`config.mk`:
```
export PLATFORM = sky130hd
export DESIGN_NAME = dram_port_arbiter_flat
export DESIGN_NICKNAME = d
export VERILOG_FILES = /design/src/rtl/dram_port_if.sv /design/src/rtl/dram_port_arbiter.sv /design/src/flat_wrapper.sv
export SDC_FILE = /design/constraint.sdc
export NUM_CORES = 1
export LEC_CHECK = 0
export ABC_AREA = 0
export CELL_PAD_IN_SITES_DETAIL_PLACEMENT = 0
export CELL_PAD_IN_SITES_GLOBAL_PLACEMENT = 1
export CORE_AREA = 4 4 368 370
export DETAILED_ROUTE_END_ITERATION = 7
export DIE_AREA = 0 0 372 374
export GPL_TIMING_DRIVEN = 0
export PLACE_DENSITY = 0.35
export SETUP_SLACK_MARGIN = 0.3
export SYNTH_ARGS = -nofsm -noshare
export SYNTH_HDL_FRONTEND = slang
export SYNTH_SLANG_ARGS = --single-unit
```
`constraint.sdc`:
```
create_clock -name clock -period 5.85 [get_ports clock]
set_input_delay 0.585 -clock clock [delete_from_list [all_inputs] [get_ports clock]]
set_output_delay 0.585 -clock clock [all_outputs]
set_load 0.01 [all_outputs]
```
`src/rtl/dram_port_if.sv`:
```
// Ready/valid request + response bundle used for both requester ports and the DRAM port.
// ID_W is 3 on the requester side and 4 on the DRAM side (owner bit prepended).
interface dram_port_if #(
  parameter int ID_W = 3
);
  logic            req_valid;
  logic            req_ready;
  logic [ID_W-1:0] req_bits_id;
  logic [31:0]     req_bits_addr;
  logic [127:0]    req_bits_data;
  logic            req_bits_isWr;
  logic [15:0]     req_bits_mask;
  logic            resp_valid;
  logic            resp_ready;
  logic [ID_W-1:0] resp_bits_id;
  logic [127:0]    resp_bits_data;

  // The side that issues requests and consumes responses.
  modport master (
    output req_valid, req_bits_id, req_bits_addr, req_bits_data, req_bits_isWr, req_bits_mask,
    output resp_ready,
    input  req_ready, resp_valid, resp_bits_id, resp_bits_data
  );

  // The side that accepts requests and produces responses.
  modport slave (
    input  req_valid, req_bits_id, req_bits_addr, req_bits_data, req_bits_isWr, req_bits_mask,
    input  resp_ready,
    output req_ready, resp_valid, resp_bits_id, resp_bits_data
  );
endinterface

```
`src/rtl/dram_port_arbiter.sv`:
```
// Round-robin arbiter sharing one DRAM port between fetch (c0) and data (c1) requesters.
// Requests go through a one-entry output slot; responses are routed back by id bit 3.
module dram_port_arbiter #(
  parameter int MAX_OUTSTANDING = 4
) (
  input  logic        clock,
  input  logic        reset,
  dram_port_if.slave  c0,
  dram_port_if.slave  c1,
  dram_port_if.master mem,
  output logic        err
);

  localparam int CW = $clog2(MAX_OUTSTANDING + 1);
  localparam logic [CW-1:0] MAX_CNT = CW'(MAX_OUTSTANDING);

  logic [1:0]         req_valid;
  logic [1:0]         elig;
  logic [1:0]         win;
  logic [1:0]         grant;
  logic [1:0]         deliver;
  logic [1:0]         bogus;
  logic [1:0][CW-1:0] outst;
  logic               last;
  logic               run;
  logic               owner;
  logic               slot_free;

  logic               slot_valid;
  logic [3:0]         slot_id;
  logic [31:0]        slot_addr;
  logic [127:0]       slot_data;
  logic               slot_is_wr;
  logic [15:0]        slot_mask;

  assign req_valid = {c1.req_valid, c0.req_valid};
  assign slot_free = ~slot_valid | mem.req_ready;

  // Response path is pure wiring: owner bit selects which requester sees valid.
  assign owner             = mem.resp_bits_id[3];
  assign c0.resp_valid     = mem.resp_valid & ~owner;
  assign c1.resp_valid     = mem.resp_valid & owner;
  assign c0.resp_bits_id   = mem.resp_bits_id[2:0];
  assign c1.resp_bits_id   = mem.resp_bits_id[2:0];
  assign c0.resp_bits_data = mem.resp_bits_data;
  assign c1.resp_bits_data = mem.resp_bits_data;
  assign mem.resp_ready    = owner ? c1.resp_ready : c0.resp_ready;

  always_comb begin
    // NOTE: every output of this block gets a default first so no path can infer a latch.
    elig    = 2'b00;
    win     = 2'b00;
    grant   = 2'b00;
    deliver = 2'b00;
    bogus   = 2'b00;
    for (int n = 0; n < 2; n++) begin
      elig[n] = req_valid[n] & (outst[n] < MAX_CNT);
    end
    // last = 1 means c1 was granted most recently, so c0 wins a tie.
    win[0] = elig[0] & (~elig[1] | last);
    win[1] = elig[1] & (~elig[0] | ~last);
    // run holds grants off for the first cycle after reset as well.
    if (run && !reset && slot_free) begin
      grant = win;
    end
    deliver[0] = mem.resp_valid & mem.resp_ready & ~owner;
    deliver[1] = mem.resp_valid & mem.resp_ready & owner;
    for (int n = 0; n < 2; n++) begin
      bogus[n] = deliver[n] & (outst[n] == '0);
    end
  end

  assign c0.req_ready = grant[0];
  assign c1.req_ready = grant[1];

  assign mem.req_valid     = slot_valid;
  assign mem.req_bits_id   = slot_id;
  assign mem.req_bits_addr = slot_addr;
  assign mem.req_bits_data = slot_data;
  assign mem.req_bits_isWr = slot_is_wr;
  assign mem.req_bits_mask = slot_mask;

  // NOTE: sequential state uses non-blocking assignments so all flops update together at the edge.
  always_ff @(posedge clock) begin
    if (reset) begin
      run        <= 1'b0;
      last       <= 1'b1;
      err        <= 1'b0;
      outst      <= '0;
      slot_valid <= 1'b0;
      slot_id    <= '0;
      slot_addr  <= '0;
      slot_data  <= '0;
      slot_is_wr <= 1'b0;
      slot_mask  <= '0;
    end else begin
      run <= 1'b1;

      if (|grant) begin
        slot_valid <= 1'b1;
        slot_id    <= {grant[1], grant[1] ? c1.req_bits_id : c0.req_bits_id};
        slot_addr  <= grant[1] ? c1.req_bits_addr : c0.req_bits_addr;
        slot_data  <= grant[1] ? c1.req_bits_data : c0.req_bits_data;
        slot_is_wr <= grant[1] ? c1.req_bits_isWr : c0.req_bits_isWr;
        slot_mask  <= grant[1] ? c1.req_bits_mask : c0.req_bits_mask;
        last       <= grant[1];
      end else if (slot_valid && mem.req_ready) begin
        slot_valid <= 1'b0;
      end

      // Accept and delivery on the same requester cancel; a delivery never underflows.
      for (int n = 0; n < 2; n++) begin
        if (grant[n] && !deliver[n]) begin
          outst[n] <= outst[n] + 1'b1;
        end else if (deliver[n] && !grant[n] && outst[n] != '0) begin
          outst[n] <= outst[n] - 1'b1;
        end
      end

      if (|bogus) begin
        err <= 1'b1;
      end
    end
  end

endmodule

```
`src/flat_wrapper.sv`:
```
// flat-port wrapper written by rule: the top's interface ports become plain ports
module dram_port_arbiter_flat 
#(
  parameter int MAX_OUTSTANDING = 4
)
  (clock, reset, err, c0_req_valid, c0_req_bits_id, c0_req_bits_addr, c0_req_bits_data, c0_req_bits_isWr, c0_req_bits_mask, c0_resp_ready, c0_req_ready, c0_resp_valid, c0_resp_bits_id, c0_resp_bits_data, c1_req_valid, c1_req_bits_id, c1_req_bits_addr, c1_req_bits_data, c1_req_bits_isWr, c1_req_bits_mask, c1_resp_ready, c1_req_ready, c1_resp_valid, c1_resp_bits_id, c1_resp_bits_data, mem_req_valid, mem_req_bits_id, mem_req_bits_addr, mem_req_bits_data, mem_req_bits_isWr, mem_req_bits_mask, mem_resp_ready, mem_req_ready, mem_resp_valid, mem_resp_bits_id, mem_resp_bits_data);
  dram_port_if #(.ID_W(3)) c0_i ();
  dram_port_if #(.ID_W(3)) c1_i ();
  dram_port_if #(.ID_W(4)) mem_i ();
  input  logic clock;
  input  logic reset;
  output logic err;
  input wire logic [$bits(c0_i.req_valid)-1:0] c0_req_valid;
  input wire logic [$bits(c0_i.req_bits_id)-1:0] c0_req_bits_id;
  input wire logic [$bits(c0_i.req_bits_addr)-1:0] c0_req_bits_addr;
  input wire logic [$bits(c0_i.req_bits_data)-1:0] c0_req_bits_data;
  input wire logic [$bits(c0_i.req_bits_isWr)-1:0] c0_req_bits_isWr;
  input wire logic [$bits(c0_i.req_bits_mask)-1:0] c0_req_bits_mask;
  input wire logic [$bits(c0_i.resp_ready)-1:0] c0_resp_ready;
  output wire logic [$bits(c0_i.req_ready)-1:0] c0_req_ready;
  output wire logic [$bits(c0_i.resp_valid)-1:0] c0_resp_valid;
  output wire logic [$bits(c0_i.resp_bits_id)-1:0] c0_resp_bits_id;
  output wire logic [$bits(c0_i.resp_bits_data)-1:0] c0_resp_bits_data;
  input wire logic [$bits(c1_i.req_valid)-1:0] c1_req_valid;
  input wire logic [$bits(c1_i.req_bits_id)-1:0] c1_req_bits_id;
  input wire logic [$bits(c1_i.req_bits_addr)-1:0] c1_req_bits_addr;
  input wire logic [$bits(c1_i.req_bits_data)-1:0] c1_req_bits_data;
  input wire logic [$bits(c1_i.req_bits_isWr)-1:0] c1_req_bits_isWr;
  input wire logic [$bits(c1_i.req_bits_mask)-1:0] c1_req_bits_mask;
  input wire logic [$bits(c1_i.resp_ready)-1:0] c1_resp_ready;
  output wire logic [$bits(c1_i.req_ready)-1:0] c1_req_ready;
  output wire logic [$bits(c1_i.resp_valid)-1:0] c1_resp_valid;
  output wire logic [$bits(c1_i.resp_bits_id)-1:0] c1_resp_bits_id;
  output wire logic [$bits(c1_i.resp_bits_data)-1:0] c1_resp_bits_data;
  output wire logic [$bits(mem_i.req_valid)-1:0] mem_req_valid;
  output wire logic [$bits(mem_i.req_bits_id)-1:0] mem_req_bits_id;
  output wire logic [$bits(mem_i.req_bits_addr)-1:0] mem_req_bits_addr;
  output wire logic [$bits(mem_i.req_bits_data)-1:0] mem_req_bits_data;
  output wire logic [$bits(mem_i.req_bits_isWr)-1:0] mem_req_bits_isWr;
  output wire logic [$bits(mem_i.req_bits_mask)-1:0] mem_req_bits_mask;
  output wire logic [$bits(mem_i.resp_ready)-1:0] mem_resp_ready;
  input wire logic [$bits(mem_i.req_ready)-1:0] mem_req_ready;
  input wire logic [$bits(mem_i.resp_valid)-1:0] mem_resp_valid;
  input wire logic [$bits(mem_i.resp_bits_id)-1:0] mem_resp_bits_id;
  input wire logic [$bits(mem_i.resp_bits_data)-1:0] mem_resp_bits_data;
  assign c0_i.req_valid = c0_req_valid;
  assign c0_i.req_bits_id = c0_req_bits_id;
  assign c0_i.req_bits_addr = c0_req_bits_addr;
  assign c0_i.req_bits_data = c0_req_bits_data;
  assign c0_i.req_bits_isWr = c0_req_bits_isWr;
  assign c0_i.req_bits_mask = c0_req_bits_mask;
  assign c0_i.resp_ready = c0_resp_ready;
  assign c0_req_ready = c0_i.req_ready;
  assign c0_resp_valid = c0_i.resp_valid;
  assign c0_resp_bits_id = c0_i.resp_bits_id;
  assign c0_resp_bits_data = c0_i.resp_bits_data;
  assign c1_i.req_valid = c1_req_valid;
  assign c1_i.req_bits_id = c1_req_bits_id;
  assign c1_i.req_bits_addr = c1_req_bits_addr;
  assign c1_i.req_bits_data = c1_req_bits_data;
  assign c1_i.req_bits_isWr = c1_req_bits_isWr;
  assign c1_i.req_bits_mask = c1_req_bits_mask;
  assign c1_i.resp_ready = c1_resp_ready;
  assign c1_req_ready = c1_i.req_ready;
  assign c1_resp_valid = c1_i.resp_valid;
  assign c1_resp_bits_id = c1_i.resp_bits_id;
  assign c1_resp_bits_data = c1_i.resp_bits_data;
  assign mem_req_valid = mem_i.req_valid;
  assign mem_req_bits_id = mem_i.req_bits_id;
  assign mem_req_bits_addr = mem_i.req_bits_addr;
  assign mem_req_bits_data = mem_i.req_bits_data;
  assign mem_req_bits_isWr = mem_i.req_bits_isWr;
  assign mem_req_bits_mask = mem_i.req_bits_mask;
  assign mem_resp_ready = mem_i.resp_ready;
  assign mem_i.req_ready = mem_req_ready;
  assign mem_i.resp_valid = mem_resp_valid;
  assign mem_i.resp_bits_id = mem_resp_bits_id;
  assign mem_i.resp_bits_data = mem_resp_bits_data;
  dram_port_arbiter #(.MAX_OUTSTANDING(MAX_OUTSTANDING)) u_core (.clock(clock), .reset(reset), .c0(c0_i), .c1(c1_i), .mem(mem_i), .err(err));
endmodule
```
==> impl_metrics.yaml <==
cells_and_area:
  seqCellArea_mm2: 0.00382
  final_nets: 2471
  drive_gt1_share_pct: 16.4
  fillers: 15000
  syn_to_final_growth_pct: 105
  multi_input_comb_area_mm2: 0.00402
  stdcell_area_mm2: 0.0214
setup_path:
  timing.critical_path.cells: "clkdlybuf4s50_1 > nor2b_2 > nand4b_2 > buf_2 > buf_2 > inv_1 > clkdlybuf4s50_1"
  worstPathArrival_ps: 3450
  startpoint: "reset"
  crit_required_ps: 5270
  path_class: "in2out"
  crit_path_top_delay_cell: "clkdlybuf4s50_1"
  cp-end-kind: "output pin"
  critPathLaunchType: "input port"
  r2r_setup_slack_ps: 2480
  crit_end: "c1_req_ready"
  cpPeakStageDelay_ps: 640
  rr_endpoint: "u_core.outst[5]"
  r2r-start: "u_core.mem.req_valid"
  ff2ff_path_depth: 10
  crit_path_max_fanout: 11
floorplanning:
  start_util_pct: 7.87
  fp.dieH_um: 374
  core_area_mm2: 0.133
  dieArea_mm2: 0.139
  pin_count: 950
  die_w_um: 372
  placementRows: 134
place:
  hpwl_um: 72400
  io_buffers: 818
  dpl-instance-area_mm2: 0.0208
  place_congestion: 0.828
grt:
  grt_usage_pct: 11.4
  antenna_found_initial: 31
  grt_first_pass_wirelength_um: 109000
  grt.overflow.total: 0
  grt_pass1_vias: 12200
  grt_max_degree: 20
yosys:
  async_flop_share_pct: 0
  synth_top_family_by_area: "buffers and inverters"
  yosys_warnings: 0
  muxShareOfSynthArea_pct: 18.4
  synth_fa_ha_area_share_pct: 0.383
  synth-seq-cells: 191
  syn_avg_cell_area_um2: 9.22
  synth_xor_area_share_pct: 0
  synth-edff-count: 0
  synth_common_cells: "buf_4 (263), dfxtp_1 (191), mux2i_1 (186)"
  synth_area_mm2: 0.0104
  synth_nets: 1634
  yosysMostFrequentCell: "buf_4"
  ys_seq_area_share_pct: 36.6
  synth_top_area_share_pct: 36.6
  syn_inst: 1132
  synth_simple_gate_area_share_pct: 1.97
  synth_top_cell_by_area: "dfxtp_1"
  ys_top_cells_by_area: "dfxtp_1 (37%), buf_4 (19%), mux2i_1 (18%), a21oi_1 (8.7%), o21ai_0 (8.6%)"
  synth_compound_area_share_pct: 17.7
  yosys_most_used_dff: "dfxtp_1"
  synth.distinct_cells: 28
timing:
  tightest_slew_ps: 1140
  finClkSkew_ps: 13.0
  rsz0062_at_grt: "false"
  setup_viol: 0
  relSlewSlack_pct: 24.3
  finalCriticalPeriod_ps: 4040
  max_freq_ghz: 0.248
  slew_viol_final: 0
  setup_tns_ps: 0
  timing.final.crit_share_pct: 69.0
  hold_viol_final: 0
clocking:
  clock_latency_ps: 520
  clk_path_buf_depth: 2
  cts_resized: 0
  cts.clk_slew.worst_paths_ps: 80
  htreeDepth: 4
  cts.sinks: 191
  cts_made_buffers: 17
  root_buffer: "clkbuf_16"
  tritoncts: "built"
  hold_buffers: 0
  cts_setup_buffers: 0
outcome:
  status: "finished clean"
pwr:
  irDropWorstVdd_uv: 161
  p_leak_nw: 8.75
  power_density_mw_per_mm2: 185
  total_power_mw: 3.96
detailed_routing:
  vias: 11300
  drc: 0
  first_iter_violations: 329
  avgViaCountPerCell: 3.01
  first_pass_iters: 4
  ant_nets: 0
  wirelength_um: 82800
  wl_per_cell_um: 22.0
run:
  max_cap_viol_count: 0
min_path:
  holdCritPathClass: "reg2reg"
[cells in the final DEF, fill, tap and decap left out, types with 2 or more instances in the layout]
master / count
mux2i_1: 186
fa_1: 2
nand2_1: 10
inv_1: 3
dfxtp_1: 191
a21oi_1: 182
nor2b_1: 7
clkinv_4: 3
o21ai_0: 180
mux2_2: 4
nor3_1: 2
diode_2: 11
or3_1: 2
clkdlybuf4s50_1: 818
buf_2: 5
nand3_1: 2
nor2_1: 7
clkinvlp_4: 3
buf_12: 19
buf_4: 263
nand3b_1: 2
inv_8: 4
clkbuf_16: 17
clkinv_8: 3
clkbuf_1: 56
[sequential cells by signal, indices dropped and copies added, names as in the netlist]
register / flops
u_core.outst: 6
u_core.mem.req_bits_data: 128
u_core.mem.req_bits_isWr: 1
u_core.mem.req_bits_addr: 32
u_core.mem.req_valid: 1
u_core.mem.req_bits_id: 4
u_core.mem.req_bits_mask: 16
u_core.err: 1
u_core.last: 1
u_core.run: 1
[critical path, delay by kind of cell]
family,cells,cell delay [ps]
and+or+nand+nor,2,330
buffers and inverters,5,2520
[how the worst min path moves through the flow]
stage	end	slack, ps	start	depth (start not counted)
floorplan	u_core.outst[1]	470	u_core.outst[1]	2
global placement	u_core.mem.req_bits_id[3]	450	u_core.mem.req_bits_id[3]	2
detailed placement	u_core.mem.req_bits_id[3]	470	u_core.mem.req_bits_id[3]	2
CTS	u_core.mem.req_bits_id[3]	480	u_core.mem.req_bits_id[3]	2
global route	u_core.mem.req_bits_id[3]	520	u_core.mem.req_bits_id[3]	2
finish	u_core.mem.req_bits_id[3]	480	u_core.mem.req_bits_id[3]	2
[logic make-up (layout without fill, tap and decap cells)]
kind of cell	after synthesis	after routing
and+or+nand+nor	37	37
adders and majority gates	2	2
buffers and inverters	346	1196
AOI/OAI and AO/OA	365	365
DFF	191	191
other	0	11
muxes	191	191
[routing by layer]
layer  global-route usage [%]  part of all wire, %  up-vias
li1                         -                    -     5377
met1                     12.0                   37     5270
met5                        0                 0.19        -
met2                     20.3                   50      576
met4                     2.94                  1.7       24
met3                     5.49                   10       66
[stage by stage]
| stage | util [%] | hold WS (ps) | worst slack, ps | cells |
|---|---|---|---|---|
| floorplan | - | 472 | 3020 | 1132 |
| detailed placement | 15.7 | 471 | 1490 | 3718 |
| finish | 16.2 | 480 | 1810 | 3761 |
| global route | 16.2 | 516 | 1510 | 3753 |
| CTS | 16.2 | 484 | 1510 | 3750 |
| global placement | 15.7 | 455 | 1530 | 3718 |
[where the power goes]
part	switching [mW]	total (mW)	internal (mW)
clock network	0.711	1.28	0.569
logic	0.484	1.24	0.754
registers	0.0571	1.45	1.39
[area by class of cell]
type	count	share of cell area (%)
Tap cell	1768	10.3
Timing Repair Buffer	818	38.2
Sequential cell	191	17.8
Antenna cell	11	0.128
Buffer	343	12.1
Clock inverter	14	0.706
Clock buffer	18	2.00
Multi-Input combinational cell	595	18.7
Inverter	3	0.0525
Power figures use the tool's default switching activity.
